File: src/rtl/wb_master_mux.sv
// Wishbone master-side multiplexer: routes the granted master onto a shared
// slave port, forwards responses and aborts transfers the slave never answers.
module wb_master_mux #(
    parameter int AW      = 32,
    parameter int DW      = 32,
    parameter int TIMEOUT = 255
) (
    input  logic                clk,
    input  logic                rst,
    input  logic [3:0]          grant_i,
    input  logic [3:0]          m_stb_i,
    input  logic [3:0]          m_we_i,
    input  logic [4*AW-1:0]     m_adr_i,
    input  logic [4*DW-1:0]     m_dat_i,
    input  logic [4*(DW/8)-1:0] m_sel_i,
    output logic [3:0]          m_ack_o,
    output logic [3:0]          m_err_o,
    output logic [DW-1:0]       m_dat_o,
    output logic                s_cyc_o,
    output logic                s_stb_o,
    output logic                s_we_o,
    output logic [AW-1:0]       s_adr_o,
    output logic [DW-1:0]       s_dat_o,
    output logic [DW/8-1:0]     s_sel_o,
    input  logic [DW-1:0]       s_dat_i,
    input  logic                s_ack_i,
    input  logic                s_err_i,
    output logic                busy_o,
    output logic [7:0]          to_count_o,
    output logic                grant_fault_o
);

    localparam int SW = DW / 8;

    typedef enum logic [1:0] {
        IDLE,
        BUSY,
        TOERR,
        DRAIN
    } state_t;

    state_t     state_q, state_d;
    logic [1:0] own_q, own_d;
    logic [7:0] cnt_q, cnt_d;
    logic [7:0] to_cnt_q, to_cnt_d;
    logic       fault_q, fault_d;

    logic [1:0]    low_idx;
    logic          multi_grant;
    logic          own_grant;
    logic          own_stb;
    logic          resp;
    logic          wait_hit;

    // Lowest set grant bit picks the owner when several are raised.
    always_comb begin
        low_idx = 2'd0;
        unique casez (grant_i)
            4'b???1: low_idx = 2'd0;
            4'b??10: low_idx = 2'd1;
            4'b?100: low_idx = 2'd2;
            4'b1000: low_idx = 2'd3;
            default: low_idx = 2'd0;
        endcase
    end

    assign multi_grant = (grant_i & (grant_i - 4'd1)) != 4'd0;
    assign own_grant   = grant_i[own_q];
    assign own_stb     = own_grant & m_stb_i[own_q];
    assign resp        = s_ack_i | s_err_i;

    // Timeout fires on the stb cycle that would bring the counter to TIMEOUT.
    assign wait_hit = ({1'b0, cnt_q} + 9'd1) >= 9'(TIMEOUT);

    assign m_dat_o       = s_dat_i;
    assign to_count_o    = to_cnt_q;
    assign grant_fault_o = fault_q;

    // Slave-side and master-response outputs; everything is quiet during reset.
    always_comb begin
        s_cyc_o = 1'b0;
        s_stb_o = 1'b0;
        s_we_o  = 1'b0;
        s_adr_o = '0;
        s_dat_o = '0;
        s_sel_o = '0;
        m_ack_o = 4'd0;
        m_err_o = 4'd0;
        busy_o  = 1'b0;
        if (!rst) begin
            unique case (state_q)
                BUSY: begin
                    busy_o         = 1'b1;
                    s_cyc_o        = own_grant;
                    s_stb_o        = own_stb;
                    s_we_o         = m_we_i[own_q];
                    s_adr_o        = m_adr_i[own_q*AW +: AW];
                    s_dat_o        = m_dat_i[own_q*DW +: DW];
                    s_sel_o        = m_sel_i[own_q*SW +: SW];
                    m_ack_o[own_q] = s_ack_i & own_stb;
                    m_err_o[own_q] = s_err_i & own_stb;
                end
                TOERR: m_err_o[own_q] = 1'b1;
                default: ;
            endcase
        end
    end

    // Next-state, owner latch, wait counter and status counters.
    always_comb begin
        state_d  = state_q;
        own_d    = own_q;
        cnt_d    = 8'd0;
        to_cnt_d = to_cnt_q;
        fault_d  = fault_q | multi_grant;
        unique case (state_q)
            IDLE: begin
                if (grant_i != 4'd0) begin
                    own_d   = low_idx;
                    state_d = BUSY;
                end
            end
            BUSY: begin
                if (!own_grant) begin
                    state_d = IDLE;
                end else if (own_stb && !resp) begin
                    if (wait_hit) state_d = TOERR;
                    else          cnt_d   = cnt_q + 8'd1;
                end
            end
            TOERR: begin
                state_d = DRAIN;
                if (to_cnt_q != 8'hff) to_cnt_d = to_cnt_q + 8'd1;
            end
            DRAIN: begin
                if (!own_grant) state_d = IDLE;
            end
            default: state_d = IDLE;
        endcase
    end

    // State register with synchronous reset.
    always_ff @(posedge clk) begin
        if (rst) begin
            state_q  <= IDLE;
            own_q    <= 2'd0;
            cnt_q    <= 8'd0;
            to_cnt_q <= 8'd0;
            fault_q  <= 1'b0;
        end else begin
            state_q  <= state_d;
            own_q    <= own_d;
            cnt_q    <= cnt_d;
            to_cnt_q <= to_cnt_d;
            fault_q  <= fault_d;
        end
    end

endmodule

File: config.mk
export PLATFORM = sky130hd
export DESIGN_NAME = wb_master_mux
export DESIGN_NICKNAME = d
export VERILOG_FILES = /design/src/rtl/wb_master_mux.sv
export SDC_FILE = /design/constraint.sdc
export NUM_CORES = 1
export LEC_CHECK = 0
export ABC_AREA = 1
export CAP_MARGIN = 20
export CORE_AREA = 3 3 169 171
export DETAILED_ROUTE_END_ITERATION = 6
export DIE_AREA = 0 0 172 174
export GPL_TIMING_DRIVEN = 0
export PLACE_DENSITY = 0.48
export RECOVER_POWER = 25
export SETUP_SLACK_MARGIN = 0.05
export SYNTH_ARGS = -nofsm -noshare
export SYNTH_HDL_FRONTEND = slang
export SYNTH_SLANG_ARGS = --single-unit
export TNS_END_PERCENT = 20
File: constraint.sdc
create_clock -name clk -period 2.1 [get_ports clk]
set_clock_uncertainty 0.15 [all_clocks]
set_input_delay 0.42 -clock clk [delete_from_list [all_inputs] [get_ports clk]]
set_output_delay 0.42 -clock clk [all_outputs]
set_load 0.005 [all_outputs]
==> flow_metrics.py, run 1 <==
metrics = {
    "cts": {
        "clk_latency_ns": 0.26,
        "numCtsBuffers": 3,
        "cts_buffer_depth": 2,
        "htreeDepth": 1,
        "clock-sinks": 21,
        "clock-root-buffer": "clkbuf_16",
        "clk_pin_slew_ns": 0.06,
        "cts-hold-fix-buffers": 0,
        "cts_tree": "built",
    },
    "power_and_ir_drop": {
        "cellPowerDensity_mw_per_mm2": 629,
        "p_leak_nw": 3.29,
        "vdd.ir_drop.worst_mv": 0.381,
    },
    "synth": {
        "synth-edff-count": 0,
        "synth_cells": 469,
        "yosysTopAreaCellShare_pct": 34.4,
        "async_flop_share_pct": 0,
        "ys_types": 25,
        "syn-mean-instance-area_sq_um": 6.43,
        "synth_most_common_cell": "a22oi_1",
        "yosys_most_used_dff": "dfxtp_1",
        "synth_nets": 796,
        "synth.yosys.seq_area_share_pct": 13.9,
        "yosys.area.top_type": "a22oi_1",
        "ys_top_cells_by_count": "a22oi_1, a21oi_1, nand2_1",
        "netlist_top_cells_area": "a22oi_1, dfxtp_1, a21oi_1",
        "synthesis.area_sq_mm": 0.00301,
        "synth-seq-cells": 21,
        "synth_warnings": 0,
    },
    "routing": {
        "detail-route-antenna-nets": 0,
        "detail_route.first_pass.iterations": 5,
        "wirelength_microns": 25500,
        "detail_route.wl_per_cell_microns": 20.3,
        "avgViaCountPerCell": 4.40,
        "drt_iter0_drc": 260,
        "drcViolationCount": 0,
        "vias": 5518,
    },
    "placement": {
        "hpwlAfterDp_microns": 19900,
        "gp_congestion": 0.775,
        "dpl_cell_area_sq_mm": 0.00752,
        "portBuffers": 407,
    },
    "timing": {
        "clock.fmax_mhz": 434,
        "setup_slack_ns": -0.204,
        "finalCritPeriodShare_pct": 110,
        "timing.slew.headroom_pct": 74.8,
        "tightest_slew_ns": 0.378,
        "drv_slew": 0,
        "final.min_clock_period_ns": 2.30,
        "rsz0062_at_grt": "yes",
        "hold_violations": 0,
        "setup_viol": 77,
    },
    "worst_hold_path": {
        "hold_class": "reg -> reg",
        "worstHoldStart": "cnt_q[0]",
        "hold_end": "cnt_q[0]",
        "holdPathStages": 1,
    },
    "grt": {
        "grt_first_pass_wirelength_microns": 34900,
        "gr-total-overflow": 0,
        "first_global_vias": 5390,
        "grt_usage_pct": 15.4,
        "grt_max_degree": 12,
        "antenna_found_initial": 1,
    },
    "run": {
        "maxCapViolations": 0,
    },
    "worst_setup_path": {
        "cp_data_arrival_time_ns": 1.73,
        "cpMaxStageDelayCell": "dfxtp_4",
        "endpoint_kind": "primary output",
        "max_stage_delay_ns": 0.44,
        "regToRegSetupSlack_ns": 0.18,
        "worst-path-buf-inv": 3,
        "cp_top_family": "buffers and inverters",
        "critPathKind": "reg -> out",
        "crit_chain": "nor2_4 -> buf_6 -> nand2_1 -> nand4_1 -> buf_4 -> a31oi_4 -> nor3_2 -> buf_2",
        "cp-start-kind": "register",
        "r2r_cells": 9,
        "worstPathMaxFanout": 5,
        "required_ns": 1.53,
        "r2r_start": "own_q[0]",
    },
    "cells_and_area": {
        "nets": 1240,
        "drive_above_1_share_pct": 33.1,
        "fillers": 2921,
        "syn_to_final_growth_pct": 183,
        "fin_util_pct": 31.5,
        "stdcell_area_sq_mm": 0.00852,
    },
    "floorplan": {
        "pin_count": 441,
        "start_util_pct": 11.2,
        "num_rows": 60,
        "core_sq_mm": 0.0270,
        "die_w_microns": 172,
        "die_area_sq_mm": 0.0299,
        "fp.dieH_microns": 174,
    },
    "status": {
        "violations": "negative setup slack",
        "outcome": "complete, but fails checks",
    },
}
## cell usage in the layout (no fill, tap or decap), types with 4 or more instances in the layout
| cell | instances |
|---|---|
| a21oi_1 | 19 |
| clkbuf_4 | 8 |
| dfxtp_1 | 17 |
| buf_2 | 80 |
| clkbuf_16 | 14 |
| a22oi_1 | 123 |
| nand3_1 | 16 |
| buf_6 | 11 |
| a21oi_2 | 56 |
| nor3_2 | 8 |
| buf_12 | 5 |
| a21oi_4 | 6 |
| buf_4 | 50 |
| nor2_1 | 23 |
| a22oi_2 | 15 |
| nand2_1 | 37 |
| nor2_2 | 4 |
| inv_1 | 21 |
| dlygate4sd3_1 | 13 |
| clkdlybuf4s50_1 | 310 |
| buf_8 | 11 |
| dlygate4sd2_1 | 5 |
| o21ai_0 | 7 |
| ha_1 | 6 |
## state kept, by name, summed over array words and instances (netlist names), named ones only
register       cells
to_count_o         8
cnt_q              8
grant_fault_o      1
own_q              2
state_q            1
## report_power, final
part,switching [mW],internal [mW],leakage [nW]
sequential,0.0666,0.449,0.173
combinational,2.19,2.24,3.08
clock,0.165,0.259,0.0382
## through the flow
stage / TNS [ns] / power (mW) / setup slack (ns) / hold slack (ns) / instances
CTS: -10.01 / 5.08 / -0.179 / 0.329 / 1248
global route: -14.01 / 5.70 / -0.282 / 0.320 / 1254
floorplan: 0 / 1.90 / 0.0752 / 0.291 / 469
global placement: -91.16 / 3.73 / -1.65 / 0.307 / 1217
finish: -8.60 / 5.36 / -0.204 / 0.300 / 1255
detailed placement: -96.54 / 3.73 / -1.76 / 0.316 / 1217
## how the worst max path moves through the flow
stage,from,endpoint,cells past startpoint
floorplan,state_q[0],s_adr_o[21],7
global placement,own_q[0],s_adr_o[19],5
detailed placement,own_q[0],s_adr_o[19],5
CTS,register,s_adr_o[26],9
global route,own_q[0],m_err_o[3],8
finish,own_q[0],m_err_o[3],8
## kinds of logic (layout without fill, tap and decap cells)
group / Yosys count / in the layout / share of synthesized area [%]
AOI/OAI and AO/OA: 234 / 234 / 50.9
adders and majority gates: 7 / 7 / 2.91
buffers and inverters: 99 / 542 / 16.5
DFF: 21 / 21 / 13.9
other: 0 / 2 / 0
and+or+nand+nor: 108 / 108 / 15.7
## cell type report
cell class	count	area, sq um	share of cell area, %
multi-input combinational	349	2620	30.7
tap	341	427	5.01
antenna	2	5.00	0.0587
sequential	21	430	5.05
timing repair buffer	440	4070	47.8
buffer	68	753	8.84
inverter	30	143	1.67
clock buffer	4	78.8	0.925
## timing repair
action,CTS,global route
pin swaps,13,10
endpoints found under the setup margin,90,81
resized for setup,506,85
setup buffers,21,6
hold endpoints to repair,0,0
cloned,6,0
## layer usage
layer,share of wire [%],global-route usage [%],vias to the layer above
met1,40,18.8,2612
met4,0.52,1.40,0
met2,52,28.5,272
met5,0,0,-
met3,8.0,3.05,8
li1,-,-,2626
No activity file was read; power rests on OpenSTA's default activity.
==> run 2, diff against run 1 <==
--- a/config.mk
+++ b/config.mk
@@ -12,7 +12,6 @@
 export DIE_AREA = 0 0 172 174
 export GPL_TIMING_DRIVEN = 0
 export PLACE_DENSITY = 0.48
-export RECOVER_POWER = 25
 export SETUP_SLACK_MARGIN = 0.05
 export SYNTH_ARGS = -nofsm -noshare
 export SYNTH_HDL_FRONTEND = slang
==> run 2 against run 1 <==
  * The run still ends with negative setup slack left
  * Worst setup slack gained 0.0013 ns
  * Sequential power rose by 0.8%
  * First-iteration DRC count is 2.7% lower
  * Fmax about the same
  * Global-route usage is the same
  * Register-to-register slack hardly changed
  * Die area unchanged
  * Sequential cell count did not move
  * Power is 0.26% higher
==> flow_metrics.py, run 2 (synthesis results as in run 1) <==
metrics = {
    "power_and_ir_drop": {
        "sequentialPowerShare_pct": 9.7,
        "switching_share_pct": 45.0,
        "p_sw_mw": 2.42,
        "pwr-share-clk_pct": 7.9,
        "p_leak_nw": 3.29,
        "p_int_mw": 2.96,
        "vdd.ir_drop.worst_mv": 0.385,
        "cellPowerDensity_mw_per_mm2": 631,
        "totalPowerFinal_mw": 5.38,
        "combPwrFrac_pct": 82.4,
    },
    "floorplan": {
        "fp.dieH_microns": 174,
        "start_util_pct": 11.2,
        "die_area_sq_mm": 0.0299,
        "num_rows": 60,
        "pin_count": 441,
        "die_w_microns": 172,
        "core_sq_mm": 0.0270,
    },
    "cells_and_area": {
        "final_cell_mix": "clkdlybuf4s50_1, a22oi_1, buf_2",
        "fin_util_pct": 31.6,
        "final_cells": 1255,
        "syn_to_final_growth_pct": 183,
        "drive_above_1_share_pct": 33.2,
        "final_common_cell": "clkdlybuf4s50_1",
        "stdcell_area_sq_mm": 0.00853,
        "nets": 1240,
    },
    "worst_hold_path": {
        "hold_end": "cnt_q[0]",
        "holdPathStages": 1,
        "hold_class": "reg -> reg",
        "worstHoldStart": "cnt_q[0]",
    },
    "timing": {
        "rsz0062_at_grt": "yes",
        "setup_slack_ns": -0.203,
        "clock.fmax_mhz": 434,
        "setup_viol": 77,
        "timing.slew.headroom_pct": 74.0,
        "hold_violations": 0,
        "drv_slew": 0,
        "setup-tns-final_ns": -8.61,
        "finalCritPeriodShare_pct": 110,
        "final.min_clock_period_ns": 2.30,
        "tightest_slew_ns": 0.390,
    },
    "worst_setup_path": {
        "r2r_start": "cnt_q[0]",
        "endpoint_kind": "primary output",
        "required_ns": 1.53,
        "r2r_cells": 11,
        "cp_data_arrival_time_ns": 1.73,
        "critPathKind": "reg -> out",
        "regToRegSetupSlack_ns": 0.17,
        "worstPathMaxFanout": 5,
        "cp-start-kind": "register",
        "rr_endpoint": "state_q[0]",
    },
    "cts": {
        "cts-hold-fix-buffers": 0,
        "clk_latency_ns": 0.26,
        "clk_pin_slew_ns": 0.06,
        "numCtsBuffers": 3,
        "clock-sinks": 21,
        "clock-root-buffer": "clkbuf_16",
        "cts_buffer_depth": 2,
        "cts_tree": "built",
        "htreeDepth": 1,
    },
    "placement": {
        "gp_congestion": 0.775,
        "hpwlAfterDp_microns": 19900,
        "place_inst": 1217,
        "dpl_cell_area_sq_mm": 0.00752,
        "portBuffers": 407,
    },
    "routing": {
        "detail-route-antenna-nets": 0,
        "vias": 5528,
        "avgViaCountPerCell": 4.40,
        "drcViolationCount": 0,
        "detail_route.wl_per_cell_microns": 20.3,
        "detail_route.first_pass.iterations": 4,
        "drt_iter0_drc": 253,
        "wirelength_microns": 25500,
    },
    "grt": {
        "first_global_vias": 5390,
        "grt_usage_pct": 15.4,
        "antenna_found_initial": 1,
        "gr-total-overflow": 0,
        "grt_first_pass_wirelength_microns": 34900,
        "grt_max_degree": 12,
    },
    "status": {
        "violations": "negative setup slack",
        "outcome": "complete, but fails checks",
    },
    "run": {
        "maxCapViolations": 0,
    },
}
[run 2: cell count changes in the layout (fill, tap and decap cells not counted)]
cell and change:
dlygate4sd3_1 -13, dfxtp_1 -1, dfxtp_4 +1, clkdlybuf4s50_1 +13
[run 2: power by group through the flow]
stage	Sequential, mW	Combinational, mW	Clock [mW]
finish	0.520	4.43	0.426
detailed placement	0.501	3.22	0
floorplan	0.490	1.41	0
global placement	0.499	3.23	0
global route	0.528	4.74	0.449
CTS	0.515	4.13	0.435
[run 2: layer usage]
layer	global-route usage [%]	up-vias	part of all wire (%)
li1	-	2625	-
met1	18.8	2614	40
met2	28.5	281	51
met3	3.05	8	8.1
met4	1.40	0	0.52
met5	0	-	0
[run 2: layout make-up]
type / count / area, sq um
Timing Repair Buffer: 440 / 4070
Multi-Input combinational cell: 349 / 2620
Buffer: 68 / 753
Inverter: 30 / 143
Sequential cell: 21 / 434
Fill cell: 2921 / 18500
Tap cell: 341 / 427
Antenna cell: 2 / 5.00
Clock buffer: 4 / 78.8
[run 2: what timing repair did]
item                       4_1_cts  5_1_grt
gates cloned                     6        0
setup endpoints to repair       90       81
resized for setup              506       85
buffers inserted                21        6
pin swaps                       13       10
[run 2: worst max-delay path: stages (launching register included)]
cell and delay [ns]:
dfxtp_4 0.44, nor2_4 0.07, buf_6 0.14, nand2_1 0.05
nand4_1 0.13, buf_4 0.17, a31oi_4 0.26, nor3_2 0.08
buf_2 0.13
[run 2: worst max-delay path by stage]
stage / startpoint / endpoint / slack [ns]
after floorplan: state_q[0] / s_adr_o[21] / 0.08
after global placement: own_q[0] / s_adr_o[19] / -1.65
after detailed placement: own_q[0] / s_adr_o[19] / -1.76
after CTS: register / s_adr_o[26] / -0.18
after global routing: own_q[0] / m_err_o[3] / -0.28
final: own_q[0] / m_err_o[3] / -0.20
[run 2: per-stage QoR]
| step | worst slack (ns) | hold WS (ns) |
|---|---|---|
| after floorplan | 0.0752 | 0.291 |
| after global placement | -1.65 | 0.307 |
| after detailed placement | -1.76 | 0.316 |
| after CTS | -0.179 | 0.329 |
| after global routing | -0.282 | 0.320 |
| final | -0.203 | 0.302 |
==> run 3, diff against run 2 <==
--- a/config.mk
+++ b/config.mk
@@ -7,11 +7,13 @@
 export LEC_CHECK = 0
 export ABC_AREA = 1
 export CAP_MARGIN = 20
-export CORE_AREA = 3 3 169 171
+export CELL_PAD_IN_SITES_DETAIL_PLACEMENT = 0
+export CELL_PAD_IN_SITES_GLOBAL_PLACEMENT = 2
+export CORE_MARGIN = 3
+export CORE_UTILIZATION = 10
 export DETAILED_ROUTE_END_ITERATION = 6
-export DIE_AREA = 0 0 172 174
 export GPL_TIMING_DRIVEN = 0
-export PLACE_DENSITY = 0.48
+export PLACE_DENSITY = 0.89
 export SETUP_SLACK_MARGIN = 0.05
 export SYNTH_ARGS = -nofsm -noshare
 export SYNTH_HDL_FRONTEND = slang
==> run 3 against run 2 <==
  * The flow still finishes with violations (negative setup slack)
  * Clock power down 6.1%
  * Fmax down 4.5%
  * Final area up 0.10%
  * Core utilization down 2.3 points
  * First-iteration DRC count up 1.2%
  * Via count up 0.89%
  * Sequential cell count unchanged
  * Sequential power up 2%
  * Non-clock buffer count up 6
  * Worst setup slack worse by 0.11 ns
  * Critical endpoint is now s_adr_o[29]
==> flow_metrics.py, run 3 (synthesis results as in run 1) <==
metrics = {
    "placement": {
        "place_inst": 1261,
        "portBuffers": 407,
        "hpwlAfterDp_microns": 19500,
        "gp_congestion": 0.846,
    },
    "timing": {
        "finalCritPeriodShare_pct": 115,
        "holdWs_ns": 0.304,
        "setup_viol": 80,
        "final.min_clock_period_ns": 2.41,
        "hold_violations": 0,
        "drv_slew": 0,
        "rsz0062_at_grt": "yes",
        "timing.slew.headroom_pct": 76.9,
        "clock.fmax_mhz": 414,
        "tightest_slew_ns": 0.346,
        "setup_slack_ns": -0.313,
    },
    "routing": {
        "drcViolationCount": 0,
        "drt_iter0_drc": 256,
        "wirelength_microns": 24800,
        "avgViaCountPerCell": 4.28,
        "vias": 5577,
        "detail_route.first_pass.iterations": 5,
        "detail-route-antenna-nets": 0,
        "detail_route.wl_per_cell_microns": 19.0,
    },
    "worst_setup_path": {
        "cp_common_cell": "clkbuf_16",
        "crit_chain": "inv_2 -> ha_4 -> inv_4 -> nor2_4 -> clkinv_8 -> clkbuf_16 -> buf_8 -> clkbuf_16 -> a21oi_4 -> buf_2",
        "max_stage_delay_ns": 0.33,
        "cp-start-kind": "register",
        "required_ns": 1.53,
        "worst-path-buf-inv": 7,
        "worstPathMaxFanout": 8,
        "cp_data_arrival_time_ns": 1.84,
        "critPathKind": "reg -> out",
        "cp_top_family": "buffers and inverters",
        "endpoint_kind": "primary output",
        "cpMaxStageDelayCell": "dfxtp_2",
    },
    "floorplan": {
        "core_sq_mm": 0.0292,
        "die_w_microns": 180,
        "die_area_sq_mm": 0.0323,
        "fp.dieH_microns": 180,
        "num_rows": 62,
        "pin_count": 441,
        "start_util_pct": 10.3,
    },
    "status": {
        "violations": "negative setup slack",
        "outcome": "complete, but fails checks",
    },
    "power_and_ir_drop": {
        "p_sw_mw": 2.33,
        "combPwrFrac_pct": 82.4,
        "switching_share_pct": 44.2,
        "pwr-share-clk_pct": 7.6,
        "p_int_mw": 2.95,
        "totalPowerFinal_mw": 5.28,
        "vdd.ir_drop.worst_mv": 0.407,
        "cellPowerDensity_mw_per_mm2": 618,
        "p_leak_nw": 3.29,
        "sequentialPowerShare_pct": 10.0,
    },
    "grt": {
        "gr-total-overflow": 0,
        "grt_usage_pct": 13.8,
        "grt_first_pass_wirelength_microns": 34900,
        "grt_max_degree": 12,
        "antenna_found_initial": 0,
        "first_global_vias": 5683,
    },
    "cells_and_area": {
        "fin_util_pct": 29.3,
        "final_cells": 1302,
        "final_cell_mix": "clkdlybuf4s50_1, a22oi_1, buf_2",
        "syn_to_final_growth_pct": 183,
        "final_common_cell": "clkdlybuf4s50_1",
        "drive_above_1_share_pct": 32.0,
        "antenna_cells": 0,
        "nets": 1246,
    },
    "cts": {
        "cts_tree": "built",
        "clock-sinks": 21,
        "clk_pin_slew_ns": 0.06,
        "clk_latency_ns": 0.25,
        "cts_buffer_depth": 2,
        "htreeDepth": 1,
        "numCtsBuffers": 3,
        "clock-root-buffer": "clkbuf_16",
    },
    "worst_hold_path": {
        "hold_class": "reg -> reg",
    },
    "run": {
        "maxCapViolations": 0,
    },
}
## run 3: cell count changes in the layout (fill, tap and decap cells not counted), sizes merged
cell / before / now
buf: 157 / 154
clkbuf: 27 / 31
clkdlybuf4s50: 323 / 325
diode: 2 / 0
dlygate4sd2: 5 / 8
## run 3: cell type report
cell class / instances / area, sq um
fillers: 3145 / 20600
repair buffers: 447 / 4160
flip-flops and latches: 21 / 434
inverters: 30 / 148
multi-input cells: 349 / 2550
well taps: 384 / 480
clock buffers: 4 / 78.8
plain buffers: 67 / 681
## run 3: path summary, 6_finish.rpt
kind             from           to  cells past startpoint  slack, ns
min          cnt_q[0]     cnt_q[0]                      1       0.30
max          register  s_adr_o[29]                     10      -0.31
max reg2reg  own_q[1]     register                     15       0.10
min reg2reg  cnt_q[0]     cnt_q[0]                      1       0.30
## run 3: stage by stage
| stage | cell area (sq um) | setup TNS, ns | setup WS [ns] |
|---|---|---|---|
| after detailed placement | 7580 | -80.98 | -1.37 |
| after floorplan | 3020 | 0 | 0.0752 |
| final | 8540 | -12.48 | -0.313 |
| after global routing | 8540 | -19.79 | -0.394 |
| after CTS | 8290 | -15.67 | -0.325 |
| after global placement | 7570 | -95.52 | -1.63 |
## run 3: routing by layer
| layer | global-route usage (%) | part of all wire, % | vias to the layer above |
|---|---|---|---|
| met5 | 0 | 0 | - |
| met4 | 1.33 | 0.93 | 0 |
| met3 | 3.48 | 7.7 | 14 |
| met2 | 25.7 | 51 | 291 |
| met1 | 16.4 | 40 | 2634 |
| li1 | - | - | 2638 |
## run 3: power groups by stage
stage | clock [mW] | combinational (mW) | sequential, mW
5_1_grt | 0.437 | 4.65 | 0.534
2_1_floorplan | 0 | 1.41 | 0.490
3_5_place_dp | 0 | 3.22 | 0.500
3_3_place_gp | 0 | 3.19 | 0.500
6_report | 0.400 | 4.35 | 0.529
4_1_cts | 0.414 | 4.15 | 0.518
## run 3: what timing repair did
item,in CTS,in global routing
gates cloned,5,0
setup buffers,31,5
pin swaps,15,12
endpoints found under the setup margin,90,91
hold endpoints to repair,0,0
resized for setup,473,74
hold buffers,0,0
